--- src/rtl/ktc32_mem_pkg.sv ---
// Shared memory-interface types for the ktc32 core, the LSU and the memory models.
package ktc32_mem_pkg;

  localparam int unsigned DATA_W = 32;

  typedef enum logic [1:0] {
    NONE = 2'b00,
    BYTE = 2'b01,
    HALF = 2'b10,
    WORD = 2'b11
  } mem_size_e;

  typedef enum logic [1:0] {
    IDLE   = 2'b00,
    ACCESS = 2'b01,
    RESP   = 2'b10
  } lsu_state_e;

  // Request attributes latched at accept and held for the whole transaction
  typedef struct packed {
    logic      we;
    mem_size_e size;
    logic      sext;
    logic      err;
  } lsu_ctl_t;

endpackage

--- src/rtl/ktc32_load_ext.sv ---
// Combinational load extender: picks the low byte/half/word of the read data
// and sign- or zero-extends it to DATA_W bits.
module ktc32_load_ext
  import ktc32_mem_pkg::*;
(
  input  logic [DATA_W-1:0] rd_i,
  input  mem_size_e         size_i,
  input  logic              signed_i,
  output logic [DATA_W-1:0] data_c
);

  always_comb begin
    data_c = '0;
    case (size_i)
      BYTE:    data_c = {{(DATA_W-8){signed_i & rd_i[7]}}, rd_i[7:0]};
      HALF:    data_c = {{(DATA_W-16){signed_i & rd_i[15]}}, rd_i[15:0]};
      WORD:    data_c = rd_i;
      default: data_c = '0;
    endcase
  end

endmodule

--- src/rtl/ktc32_lsu.sv ---
// ktc32 load/store initiator: one request at a time, registered memory port
// with WAIT_CYCLES wait states, registered extended load response.
module ktc32_lsu
  import ktc32_mem_pkg::*;
#(
  parameter int unsigned WAIT_CYCLES = 0,
  parameter int unsigned CNT_W       = 4
) (
  input  logic              clk,
  input  logic              reset,
  input  logic              req_valid,
  output logic              req_ready,
  input  logic              req_we,
  input  logic [1:0]        req_size,
  input  logic              req_signed,
  input  logic [DATA_W-1:0] req_addr,
  input  logic [DATA_W-1:0] req_wdata,
  output logic              resp_valid,
  output logic [DATA_W-1:0] resp_rdata,
  output logic              resp_err,
  output logic [DATA_W-1:0] addr,
  output logic [DATA_W-1:0] wd,
  output logic [1:0]        memwrite,
  input  logic [DATA_W-1:0] rd
);

  if (WAIT_CYCLES > (2 ** CNT_W) - 1) begin : g_wait_check
    $error("ktc32_lsu: WAIT_CYCLES does not fit in CNT_W bits");
  end

  lsu_state_e        state_q, state_d;
  logic [CNT_W-1:0]  cnt_q, cnt_d;
  lsu_ctl_t          ctl_q, ctl_d;
  logic [DATA_W-1:0] addr_q, addr_d;
  logic [DATA_W-1:0] wd_q, wd_d;
  mem_size_e         memwrite_q, memwrite_d;
  logic              ready_q, ready_d;
  logic              resp_valid_q, resp_valid_d;
  logic [DATA_W-1:0] resp_rdata_q, resp_rdata_d;
  logic              resp_err_q, resp_err_d;
  logic [DATA_W-1:0] ext_data;
  mem_size_e         req_size_e;

  assign req_size_e = mem_size_e'(req_size);

  ktc32_load_ext u_load_ext (
    .rd_i     (rd),
    .size_i   (ctl_q.size),
    .signed_i (ctl_q.sext),
    .data_c   (ext_data)
  );

  always_ff @(posedge clk or posedge reset) begin
    if (reset) begin
      state_q      <= IDLE;
      cnt_q        <= '0;
      ctl_q        <= '0;
      addr_q       <= '0;
      wd_q         <= '0;
      memwrite_q   <= NONE;
      ready_q      <= 1'b1;
      resp_valid_q <= 1'b0;
      resp_rdata_q <= '0;
      resp_err_q   <= 1'b0;
    end else begin
      state_q      <= state_d;
      cnt_q        <= cnt_d;
      ctl_q        <= ctl_d;
      addr_q       <= addr_d;
      wd_q         <= wd_d;
      memwrite_q   <= memwrite_d;
      ready_q      <= ready_d;
      resp_valid_q <= resp_valid_d;
      resp_rdata_q <= resp_rdata_d;
      resp_err_q   <= resp_err_d;
    end
  end

  // The strobe is registered, so it is raised on the edge that enters the
  // final ACCESS cycle (counter reaching zero). A reserved size still spends
  // one strobe-less ACCESS cycle so every response has the same minimum latency.
  always_comb begin
    state_d      = state_q;
    cnt_d        = cnt_q;
    ctl_d        = ctl_q;
    addr_d       = addr_q;
    wd_d         = wd_q;
    memwrite_d   = NONE;
    ready_d      = 1'b0;
    resp_valid_d = 1'b0;
    resp_rdata_d = resp_rdata_q;
    resp_err_d   = resp_err_q;
    case (state_q)
      IDLE: begin
        ready_d = 1'b1;
        if (req_valid) begin
          ready_d    = 1'b0;
          state_d    = ACCESS;
          ctl_d.we   = req_we;
          ctl_d.size = req_size_e;
          ctl_d.sext = req_signed;
          ctl_d.err  = (req_size_e == NONE);
          if (req_size_e == NONE) begin
            cnt_d = '0;
          end else begin
            addr_d = req_addr;
            wd_d   = req_wdata;
            cnt_d  = CNT_W'(WAIT_CYCLES);
            if (req_we && (WAIT_CYCLES == 0)) memwrite_d = req_size_e;
          end
        end
      end
      ACCESS: begin
        if (cnt_q != '0) begin
          cnt_d = cnt_q - CNT_W'(1);
          if ((cnt_q == CNT_W'(1)) && ctl_q.we && !ctl_q.err) memwrite_d = ctl_q.size;
        end else begin
          state_d      = RESP;
          resp_valid_d = 1'b1;
          resp_err_d   = ctl_q.err;
          resp_rdata_d = (ctl_q.we || ctl_q.err) ? '0 : ext_data;
        end
      end
      RESP: begin
        state_d = IDLE;
        ready_d = 1'b1;
      end
      default: begin
        state_d = IDLE;
        ready_d = 1'b1;
      end
    endcase
  end

  assign req_ready  = ready_q;
  assign resp_valid = resp_valid_q;
  assign resp_rdata = resp_rdata_q;
  assign resp_err   = resp_err_q;
  assign addr       = addr_q;
  assign wd         = wd_q;
  assign memwrite   = memwrite_q;

endmodule

--- config.mk ---
export PLATFORM = sky130hd
export DESIGN_NAME = ktc32_lsu
export DESIGN_NICKNAME = d
export VERILOG_FILES = /design/src/rtl/ktc32_mem_pkg.sv /design/src/rtl/ktc32_load_ext.sv /design/src/rtl/ktc32_lsu.sv
export SDC_FILE = /design/constraint.sdc
export NUM_CORES = 1
export LEC_CHECK = 0
export ABC_AREA = 1
export CORE_MARGIN = 10
export CORE_UTILIZATION = 24
export DETAILED_ROUTE_END_ITERATION = 10
export PLACE_DENSITY = 0.56
export SYNTH_ARGS = -nofsm -noshare
export SYNTH_HDL_FRONTEND = slang
export SYNTH_SLANG_ARGS = --single-unit
export TNS_END_PERCENT = 50
--- constraint.sdc ---
create_clock -name clk -period 8 [get_ports clk]
set_input_delay 0.8 -clock clk [delete_from_list [all_inputs] [get_ports clk]]
set_output_delay 0.8 -clock clk [all_outputs]
set_load 0.01 [all_outputs]
# Word-level counts from Yosys, hierarchy flattened
# Cells that the tools add are included.
# W data, S select, Z words.
# word_totals
reg_bits	112
wordCells	57
# op_classes
add_sub_neg	1
n_eq_ne	8
n_mux	18
n_bitwise	4
reduce_logical	13
# op_table
op	count
$pmux W32 S3	1
$mux W32	1
$mux W2	7
$mux W4	2
$pmux W2 S2	2
$pmux W4 S2	1
$ne A2 B2 Y1 const B	3
$reduce_and A2 Y1	3
$reduce_and A3 Y1	2
$eq A2 B1 Y1 const B	2
$eq A2 B2 Y1 const B	2
$eq A4 B1 Y1 const B	1
$logic_not A2 Y1	2
$reduce_bool A4 Y1	1
$sub A4 B1 Y4 const B	1
$mux W1	3
$and A1 B1 Y1	2
$logic_and A1 B1 Y1	2
$not A1 Y1	2
$pmux W1 S2	1
$reduce_bool A2 Y1	1
$logic_not A1 Y1	1
$logic_or A1 B1 Y1	1

# Longest topological paths before layout
# logic_depth
word_depth	6
mapped_depth	9

# Hierarchy
# A second synthesis with hierarchy kept.
# unflattened
cells_unflattened	568
hier_area_um2	4956.0
# modules_own_cells
module	n_inst	cells_per_inst	area_per_inst_um2
ktc32_lsu	1	490	4480.5
ktc32_load_ext	1	78	475.5

# Least setup slack after synthesis
# No wires, ideal clock.
# synth_timing
path_kind	input port to flip-flop
from	input req_valid
to	register addr_q[0], in the netlist addr[0]
setup_ps	116
arrival_time_ps	1543
required_time_ps	7884
slack_ps	6341
cell_stages	7
path_cell_list	nand2_1 > nor2_4 > o21ai_2 > buf_2 > buf_2 > nand2_1 > nand2_1
# synth_via
elab_chain_len	1
# synth_lines
item	line	text
from (decl)	ktc32_lsu.sv:11	input logic req_valid,
$reduce_and A3 Y1 (no line)	-	
to (signal assigned)	ktc32_lsu.sv:69	addr_q <= addr_d;
to (decl)	ktc32_lsu.sv:34	logic [DATA_W-1:0] addr_q, addr_d;
# Every way passes these cells.
# A chain may end at the register's enable or synchronous reset.

# Worst setup path in the final report
# layout_timing
from	input req_valid
to	register addr_q[24], in the netlist addr[24]
# The elaborated chain is that of the path after synthesis.

==> results.md <==
* Status: completed
* Gr usage total at 0.119
* Synthesized instance count at 557
* Yosys warns at 0
* Chip height at 160 um
* Cell-internal power at 0.00172 W
* Post-DRT Antenna Nets at 0
* Hold worst-path end: wd[17]
* Row count at 51
* Setup bufs post-CTS at 0
* Wire per inst at 15.3 um
* CTS resizes at 0
* Pwr dens at 376 nW/um^2
* Setup TNS at 0 ns
* Clock group share of total power at 0.178
* Hold Crit Class: reg -> reg
* Worst Reg-to-Reg Cells at 8
* Clock period minus worst slack at 2.92 ns
* Register-to-Register Setup Slack at 5.60 ns
* Critical path's most frequent cell: nand2_1
* Mapped cell area at 4700 um^2
* Total power at 0.00272 W
* Ranking of synthesized cells by area: dfrtp_1 (59%), nand2_1 (26%), nand3_1 (4.8%)
* Hold path cells at 2
* Hold_buf cts at 0
* I/O pins at 204
* Critical R2R Launch: state_q[1]
* Detail Placement HPWL at 10900 um
* Slew margin rel. at 0.259
* H-tree levels at 3
* Total congestion overflow at 0
* Slew Limit Fails at 0
* Sink Count at 112
* Dominant cell type by area after synthesis: dfrtp_1
* Final hold violations at 0
* Worst Clk Skew at 0.00496 ns
* Static leakage at 3.57 nW
* Sw power at 0.00100 W
* Comb pwr share at 0.457
* Synth Flop Type: dfrtp_1
* Largest net degree at the start of global routing at 66
* Final setup margin at 5.08 ns
* Number of global-route vias before repair at 4076
* Die X at 160 um
* Layout cells sized above 1 at 0.0399
* CP endpoint kind: flop
* Ys async rst share at 1.00
* Synth-to-layout area growth at 54.0%
* TritonRoute pass-1 iters at 5
* Post-Route WL at 15500 um
* Cell variety after synth at 22
* DR DRC count at 0
* CP Max Fanout at 65
* Worst Max-Slew Pin Slew at 1.11 ns
* HP Start: wd[17]
* WHS at 0.476 ns
* Clock transition at the registers of the reported paths at 0.07 ns
* Slowest CP cell: inv_2
* FF-to-FF End: addr[24]
* # diodes at 0
* Vias at 4080
* Crit path DAT at 3.21 ns
* RSZ-0062 raised after global routing: false
* CTS tree: yes
* Initial antenna violation count at 0
* CTS Buffer Depth at 2
* Port bufs at 203
* Register area share after synthesis at 0.596
* First-pass GRT wire length at 24200 um
* Clk_lat worst skew at 0.35 ns
* Sw frac at 0.367
* Synthesized flop and latch total at 112
* Placer congestion estimate at 0.752
* Total core area at 19300 um^2
* Synth top area share at 0.591
* Startpoint Class: input pin
* Clock Tree Root: clkbuf_16
* F_max at 342 MHz
* CP bufs+invs at 3
* Peak supply drop at 0.142 mV
* CTS Buf Count at 9
* Util after Layout at 0.374
* EDFF count, synth at 0
* Final setup viols at 0
* Crit share post-route at 0.365
* CP top delay family: buffers and inverters
* CP Data Required Time at 8.29 ns
* Mean Syn Cell Area at 8.44 um^2
* Critical path's largest stage delay at 0.90 ns
* Max-cap viol count at 0
* Die area at 25600 um^2
* Crit path kind: in -> reg
* Syn_nets at 662
* Sequential fraction of design power at 0.365
* DRT iter0 DRCs at 219
* Layout net count at 851
* Crit-path cells: clkdlybuf4s50_1 > nand2_1 > nor2_4 > o21ai_4 > buf_4 > inv_2 > nand2_1 > nand2_1
* Pre-CTS WS at 4.64 ns
* Initial Utilization at 0.243
* Vias per cell at 4.02
[layout make-up]
| type | count | area [um^2] |
|---|---|---|
| Fill cell | 1936 | 12100 |
| Sequential cell | 112 | 2800 |
| Timing Repair Buffer | 206 | 2050 |
| Multi-Input combinational cell | 403 | 1680 |
| Tap cell | 265 | 332 |
| Clock buffer | 13 | 250 |
| Clock inverter | 3 | 65.1 |
| Inverter | 14 | 55.1 |
[synth_stat cells, types with 2 or more instances]
cell type and number:
o21a_1 8, nor2_4 3, buf_6 6, o21ai_0 6, nand3_1 45, clkbuf_1 3, dfrtp_1 111, nand4_1 2
ha_1 2, buf_2 17, nand2_1 325, inv_1 8, nor2_1 6, a21oi_1 2, inv_2 6
[power groups by stage]
stage | logic, W | clock network, W | registers, W
finish | 0.00124 | 0.000486 | 0.000994
global route | 0.00137 | 0.000529 | 0.00103
CTS | 0.00128 | 0.000508 | 0.000995
detailed placement | 0.00128 | 0 | 0.000997
global placement | 0.00127 | 0 | 0.000998
floorplan | 0.000507 | 0 | 0.00108
[kinds of logic (layout without fill, tap and decap cells)]
group,after synthesis,after routing,share of synthesized area
fa+ha+maj,2,2,0.00532
flops,112,112,0.596
buf+inv,42,236,0.0484
compound gates,17,17,0.0232
simple gates,383,383,0.325
xor+xnor,1,1,0.00186
[metrics by stage]
step	instance area [um^2]	cells
floorplan	4700	557
global placement	6920	1000
detailed placement	6920	1000
CTS	7240	1016
global route	7240	1016
finish	7240	1016
[flip-flops by register name (all words and copies together), names as in the netlist]
name	cells
addr	32
cnt_q	4
ctl_q	5
memwrite	2
req_ready	1
resp_err	1
resp_rdata	32
resp_valid	1
state_q	2
wd	32
[worst register-to-register path: cells and delay by family, from the launching register on]
family | cells | cell delay (ns)
buf+inv | 3 | 1.34
compound gates | 1 | 0.08
flops | 1 | 0.38
simple gates | 4 | 0.55
[cells in the final DEF, fill, tap and decap left out, drive strengths merged]
cell type and instances:
nand4 2, nand2 326, bufinv 2, clkdlybuf4s50 203, xor2 1, dfstp 1, o21ai 7, clkbuf 13
a21oi 2, o21a 8, dfrtp 111, buf 3, clkinv 1, nor2 10, inv 14, nand3 45
ha 2
[worst max-delay path by stage]
stage,start,end,depth (start not counted)
after floorplan,reset,addr[0],1
after global routing,req_valid,wd[29],8
after global placement,req_valid,wd[10],8
final,req_valid,addr[24],8
after CTS,req_valid,wd[24],8
after detailed placement,req_valid,wd[24],8
[routing by layer]
| layer | up-vias | track usage | wire (um) |
|---|---|---|---|
| met5 | - | 0 | 0 |
| li1 | 2094 | - | - |
| met3 | 12 | 0.0306 | 831 |
| met2 | 105 | 0.201 | 7830 |
| met1 | 1869 | 0.142 | 6590 |
| met4 | 0 | 0.0467 | 264 |
No activity file was read; power rests on OpenSTA's default activity.
